### src/rtl/rv_core_pkg.sv
// Shared RV32I core definitions: ALU operation codes, alu_op classes, funct7 patterns.
// Latency: n/a (types and constants only).
// Backpressure: n/a.
package rv_core_pkg;

   // 4-bit operation code driven into the ALU
   typedef enum logic [3:0] {
      ALU_AND  = 4'b0000,
      ALU_OR   = 4'b0001,
      ALU_ADD  = 4'b0010,
      ALU_XOR  = 4'b0011,
      ALU_SLL  = 4'b0100,
      ALU_SRL  = 4'b0101,
      ALU_SUB  = 4'b0110,
      ALU_SLT  = 4'b0111,
      ALU_SLTU = 4'b1000,
      ALU_SRA  = 4'b1001
   } alu_ctrl_t;

   // Instruction class codes from the main controller
   localparam logic [1:0] ALU_OP_MEM    = 2'b00;  // load/store/auipc/jal/jalr
   localparam logic [1:0] ALU_OP_BRANCH = 2'b01;
   localparam logic [1:0] ALU_OP_RTYPE  = 2'b10;
   localparam logic [1:0] ALU_OP_ITYPE  = 2'b11;

   localparam logic [6:0] FUNCT7_BASE = 7'b0000000;
   localparam logic [6:0] FUNCT7_ALT  = 7'b0100000;  // selects SUB / SRA

   localparam int PC_STEP_DEFAULT = 4;

endpackage

### src/rtl/alu_ctrl_decoder.sv
// Decodes alu_op/funct3/funct7 into the ALU operation code and flags undefined combinations.
// Latency: purely combinational, zero cycles.
// Backpressure: none; outputs follow inputs continuously.
module alu_ctrl_decoder
   import rv_core_pkg::*;
(
   input  logic [1:0] alu_op,
   input  logic [2:0] funct3,
   input  logic [6:0] funct7,
   output logic [3:0] alu_ctrl,
   output logic       illegal_op
);

   alu_ctrl_t op_code;
   logic      f7_base;
   logic      f7_alt;

   assign f7_base  = (funct7 == FUNCT7_BASE);
   assign f7_alt   = (funct7 == FUNCT7_ALT);
   assign alu_ctrl = op_code;

   // Class/funct decode; undefined combinations fall back to ADD and raise illegal_op
   always_comb begin
      op_code    = ALU_ADD;
      illegal_op = 1'b0;
      case (alu_op)
         ALU_OP_MEM: begin
            op_code = ALU_ADD;
         end
         ALU_OP_BRANCH: begin
            case (funct3)
               3'b000, 3'b001: op_code = ALU_SUB;
               3'b100, 3'b101: op_code = ALU_SLT;
               3'b110, 3'b111: op_code = ALU_SLTU;
               default: begin
                  op_code    = ALU_ADD;
                  illegal_op = 1'b1;
               end
            endcase
         end
         ALU_OP_RTYPE, ALU_OP_ITYPE: begin
            case (funct3)
               3'b000: begin
                  // I-type has no SUBI: its funct7 field is immediate bits
                  if (alu_op == ALU_OP_ITYPE || f7_base) begin
                     op_code = ALU_ADD;
                  end else if (f7_alt) begin
                     op_code = ALU_SUB;
                  end else begin
                     op_code    = ALU_ADD;
                     illegal_op = 1'b1;
                  end
               end
               3'b101: begin
                  if (f7_base) begin
                     op_code = ALU_SRL;
                  end else if (f7_alt) begin
                     op_code = ALU_SRA;
                  end else begin
                     op_code    = ALU_ADD;
                     illegal_op = 1'b1;
                  end
               end
               default: begin
                  case (funct3)
                     3'b001:  op_code = ALU_SLL;
                     3'b010:  op_code = ALU_SLT;
                     3'b011:  op_code = ALU_SLTU;
                     3'b100:  op_code = ALU_XOR;
                     3'b110:  op_code = ALU_OR;
                     default: op_code = ALU_AND;
                  endcase
                  // R-type needs a zero funct7 everywhere; I-type only on the shift-left form
                  if (alu_op == ALU_OP_RTYPE || funct3 == 3'b001) begin
                     illegal_op = !f7_base;
                  end
               end
            endcase
         end
         default: begin
            op_code    = ALU_ADD;
            illegal_op = 1'b0;
         end
      endcase
   end

endmodule

### src/rtl/pc_adders_alu_ctrl.sv
// PC+step and PC+imm adders plus ALU-control decode, with a sticky illegal-op flag.
// Latency: datapath outputs combinational; illegal_seen updates on the clk edge after illegal_op.
// Backpressure: none; single-cycle core, outputs follow inputs every cycle.
module pc_adders_alu_ctrl
   import rv_core_pkg::*;
#(
   parameter int WIDTH   = 32,
   parameter int PC_STEP = PC_STEP_DEFAULT
) (
   input  logic             clk,
   input  logic             reset,
   input  logic [WIDTH-1:0] pc,
   input  logic [WIDTH-1:0] imm,
   input  logic [1:0]       alu_op,
   input  logic [2:0]       funct3,
   input  logic [6:0]       funct7,
   output logic [WIDTH-1:0] pc_plus4,
   output logic [WIDTH-1:0] branch_target,
   output logic [3:0]       alu_ctrl,
   output logic             illegal_op,
   output logic             illegal_seen
);

   localparam logic [WIDTH-1:0] STEP = WIDTH'(PC_STEP);

   // Both sums wrap modulo 2^WIDTH; carry-out is dropped
   assign pc_plus4      = pc + STEP;
   assign branch_target = pc + imm;

   alu_ctrl_decoder u_dec (
      .alu_op     (alu_op),
      .funct3     (funct3),
      .funct7     (funct7),
      .alu_ctrl   (alu_ctrl),
      .illegal_op (illegal_op)
   );

   // Sticky record of any illegal decode; only reset clears it
   always_ff @(posedge clk or negedge reset) begin
      if (!reset) begin
         illegal_seen <= 1'b0;
      end else if (illegal_op) begin
         illegal_seen <= 1'b1;
      end
   end

endmodule

### config.mk
export PLATFORM = sky130hd
export DESIGN_NAME = pc_adders_alu_ctrl
export DESIGN_NICKNAME = d
export VERILOG_FILES = /design/src/rtl/rv_core_pkg.sv /design/src/rtl/alu_ctrl_decoder.sv /design/src/rtl/pc_adders_alu_ctrl.sv
export SDC_FILE = /design/constraint.sdc
export NUM_CORES = 1
export LEC_CHECK = 0
export CAP_MARGIN = 20
export CELL_PAD_IN_SITES_DETAIL_PLACEMENT = 0
export CELL_PAD_IN_SITES_GLOBAL_PLACEMENT = 2
export CORE_ASPECT_RATIO = 0.8
export CORE_MARGIN = 2
export CORE_UTILIZATION = 21
export DETAILED_ROUTE_END_ITERATION = 8
export HOLD_SLACK_MARGIN = 0.06
export PLACE_DENSITY = 0.86
export SYNTH_ARGS = -nofsm -noshare
export SYNTH_HDL_FRONTEND = slang
export SYNTH_SLANG_ARGS = --single-unit
### constraint.sdc
create_clock -name clk -period 5.4 [get_ports clk]
set_input_delay 0.54 -clock clk [delete_from_list [all_inputs] [get_ports clk]]
set_output_delay 0.54 -clock clk [all_outputs]
set_load 0.005 [all_outputs]
==> results by group <==
Status
  • Status: finished, final reports clean

Finish
  • Final nets: 611
  • ANT cells: 0
  • Syn-to-layout area delta: 64.8%
  • Largest Register: illegal_seen
  • Largest regs: illegal_seen: 1 flops
  • Max reg flops: 1
  • Finished Layout Cells: between 600 and 700
  • Layout cells sized above 1: under 10%
  • Fin area: 4090 µm²

STA
  • Fin. Hold Viols: 0
  • Final setup violation count: 0
  • Max-slew violations: 0
  • Total negative slack: 0 ns
  • RSZ-0062 raised after global routing: false
  • Fin crit period: 4.21 ns
  • Slew HR: around 69%
  • Worst slew pin tran: between 0.4 and 0.5 ns
  • Clk_skew: 0 ns
  • Fin crit share: ~78%
  • Fmax: approximately 240 MHz
  • Worst hold margin: approximately 0.47 ns

Detailed routing
  • Iter 0 DRT Violations: between 100 and 150
  • Router iterations before antenna repair: 4
  • Post-detailed-routing wire length: a little under 10 mm
  • Routed vias/inst: just under 5
  • Via count: between 3000 and 4000
  • Wirelength per Cell: between 15 and 20 µm
  • Drt drc: 0
  • Final ANT Viol Nets: 0

Place
  • Post-placement cell area: 4090 µm²
  • Gpl congestion: between 0.8 and 0.9
  • # port buffers: 147
  • Hpwl dp: roughly 8.6 mm
  • Placed cells: 646

Power and ir drop
  • Register share of total power: roughly 1.6%
  • P_sw: around 0.21 mW
  • Peak VDD IR: roughly 0.000054 V
  • Sw Ratio: a little over two fifths
  • Logic pwr share: around 98%
  • Clock Power Share: 0%
  • Total power: 0.486 mW
  • Leakage: ~1.6 nW
  • P_int: 0.278 mW
  • PwrDens: roughly 120 nW/µm²

Global route
  • Total gr overflow: 0
  • Vias in the first global route: between 2000 and 3000
  • Antenna violations before repair: 0
  • Global-route wire length before repair: about 15 mm
  • Total GRT Usage: 14.5%
  • Pin count of the biggest net entering global routing: 11

Hold path
  • HP Class: reg2reg
  • HP Start: illegal_seen
  • Hold Path Stages: 1

Worst setup path
  • CP Data Arrival Time: 3.67 ns
  • Req. time, crit path: approximately 4.9 ns
  • Critical path origin: pc[0]
  • Critical path endpoint: branch_target[24]
  • Worst setup path category: in2out
  • R2r setup slk: around 4.6 ns
  • Worst Setup Start Kind: primary input
  • FF-to-FF Start: illegal_seen
  • CP endpoint kind: primary output
  • Reg2reg end: illegal_seen
  • CP max FO: 5
  • Reg2reg path depth: 1

Floorplanning
  • CORE AREA: 11500 µm²
  • Height of the die: slightly above 100 µm
  • Die Width: 126 µm
  • Initial core utilization: between 20% and 30%
  • Total die area: around 13000 µm²
  • # rows: 35
  • Num ports: about 150

Synthesis
  • Ys Warns: 0
  • Mapped Area: between 2000 and 2500 µm²
  • Post-Syn Nets: around 470
  • FF+latch count, synth: 1
  • Post-synthesis async set-or-reset flop share: 100%
  • Mapped Cells: 360
  • Count of cell types in the netlist: 56
  • Sequential share of the synthesized area: under 10%
  • Syn avg cell area: about 7 µm²
  • Most used flip-flop cell after synthesis: dfrtp_1
  • Post-synth EDFFs: 0

Clock tree
  • Clk slew on worst S/H paths: 0 ns
  • Setup Buffers After CTS: 0
  • Hold Buf Count CTS: 0
  • Worst-Skew Late Latency: 0 ns
  • Post-CTS sizing: 0

Job
  • Max-Cap Viols: 0
==> layout by cell type (no fill, tap or decap), types with 2 or more instances in the layout <==
cell / n
a31oi_1: 4
nor2_1: 30
ha_1: 32
nand3_1: 18
nor3b_1: 3
or2_1: 2
and2_1: 2
nor2b_1: 3
a21oi_1: 34
o211ai_1: 6
o31ai_1: 6
a21boi_0: 2
o21ai_0: 23
o21a_1: 3
a211oi_1: 5
a21o_1: 12
nor3_1: 8
or2_2: 4
clkdlybuf4s50_1: 147
and4_1: 2
o21ai_1: 2
o221ai_1: 2
and3_1: 7
a21o_2: 2
o21bai_1: 4
nand4_1: 8
nand2_1: 30
mux2i_1: 2
xnor2_1: 38
xor2_1: 20
inv_1: 15
==> power groups by stage <==
stage                     Clock, mW  Sequential [mW]  Combinational, mW
after floorplan                   0          0.00763              0.225
after global placement            0          0.00763              0.480
after detailed placement          0          0.00763              0.478
after CTS                         0          0.00763              0.482
after global routing              0          0.00763              0.523
final                             0          0.00763              0.479
==> per-stage QoR <==
step / setup WS [ns] / utilization [%]
floorplan: 2.50 / -
global placement: 1.28 / 35.5
detailed placement: 1.24 / 35.5
CTS: 1.22 / 35.5
global route: 1.07 / 35.5
finish: 1.19 / 35.5
==> final cells by class <==
class	instances	area (µm²)
Sequential cell	1	25.0
Timing Repair Buffer	147	1470
Tap cell	148	185
Multi-Input combinational cell	335	2360
Fill cell	1223	7420
Inverter	15	56.3
==> worst max-delay path, cell delays in order <==
cell and delay, ns:
clkdlybuf4s50_1 0.43, ha_1 0.25, fa_1 0.43, a21oi_1 0.23, o221ai_1 0.26, a31o_2 0.34
o21ai_1 0.22, nand3b_1 0.11, a21oi_1 0.19, xnor2_1 0.14, clkdlybuf4s50_1 0.53
==> worst min-delay path by stage <==
stage,end,slack (ns)
after detailed placement,illegal_seen,0.46
after global placement,illegal_seen,0.45
final,illegal_seen,0.47
after floorplan,illegal_seen,0.24
after global routing,illegal_seen,0.49
after CTS,illegal_seen,0.47
==> routing by layer <==
| metal | global-route usage [%] | up-vias | share of wire (%) |
|---|---|---|---|
| met5 | 0 | - | 0 |
| met4 | 0.342 | 0 | 0.34 |
| met1 | 21.6 | 1435 | 52 |
| met3 | 1.06 | 4 | 3.1 |
| li1 | - | 1600 | - |
| met2 | 24.1 | 65 | 45 |
==> cells by family after synthesis <==
family / after synthesis / synth area share [%]
adder cells (fa/ha/maj): 33 / 16.9
buffers and inverters: 24 / 4.18
AND/OR/NAND/NOR: 122 / 24.0
multiplexers: 2 / 0.806
XOR/XNOR: 58 / 20.4
flip-flops: 1 / 1.01
AO/OA/AOI/OAI: 120 / 32.6
==> Yosys cell counts, types with 2 or more instances <==
cell,count,share of area [%]
nor3b_1,3,0.91
nand2_1,30,4.5
ha_1,32,16
inv_1,15,2.3
o221ai_1,2,0.71
and4_1,2,0.71
o211ai_1,6,1.8
or2_1,2,0.50
nand3_1,18,3.6
o21a_1,3,0.91
o31ai_1,6,1.8
or2_2,4,1.0
clkbuf_1,4,0.60
buf_4,3,0.91
and3_1,7,1.8
a211oi_1,5,1.5
a21oi_1,34,6.8
nor3_1,8,1.6
o21ai_0,23,4.6
o21bai_1,4,1.2
nand4_1,8,2.0
a21o_2,2,0.71
mux2i_1,2,0.81
xnor2_1,38,13
a21boi_0,2,0.60
o21ai_1,2,0.40
xor2_1,20,7.0
a31oi_1,4,1.0
nor2_1,30,4.5
nor2b_1,3,0.76
a21o_1,12,3.6
and2_1,2,0.50
Power figures use the tool's default switching activity.
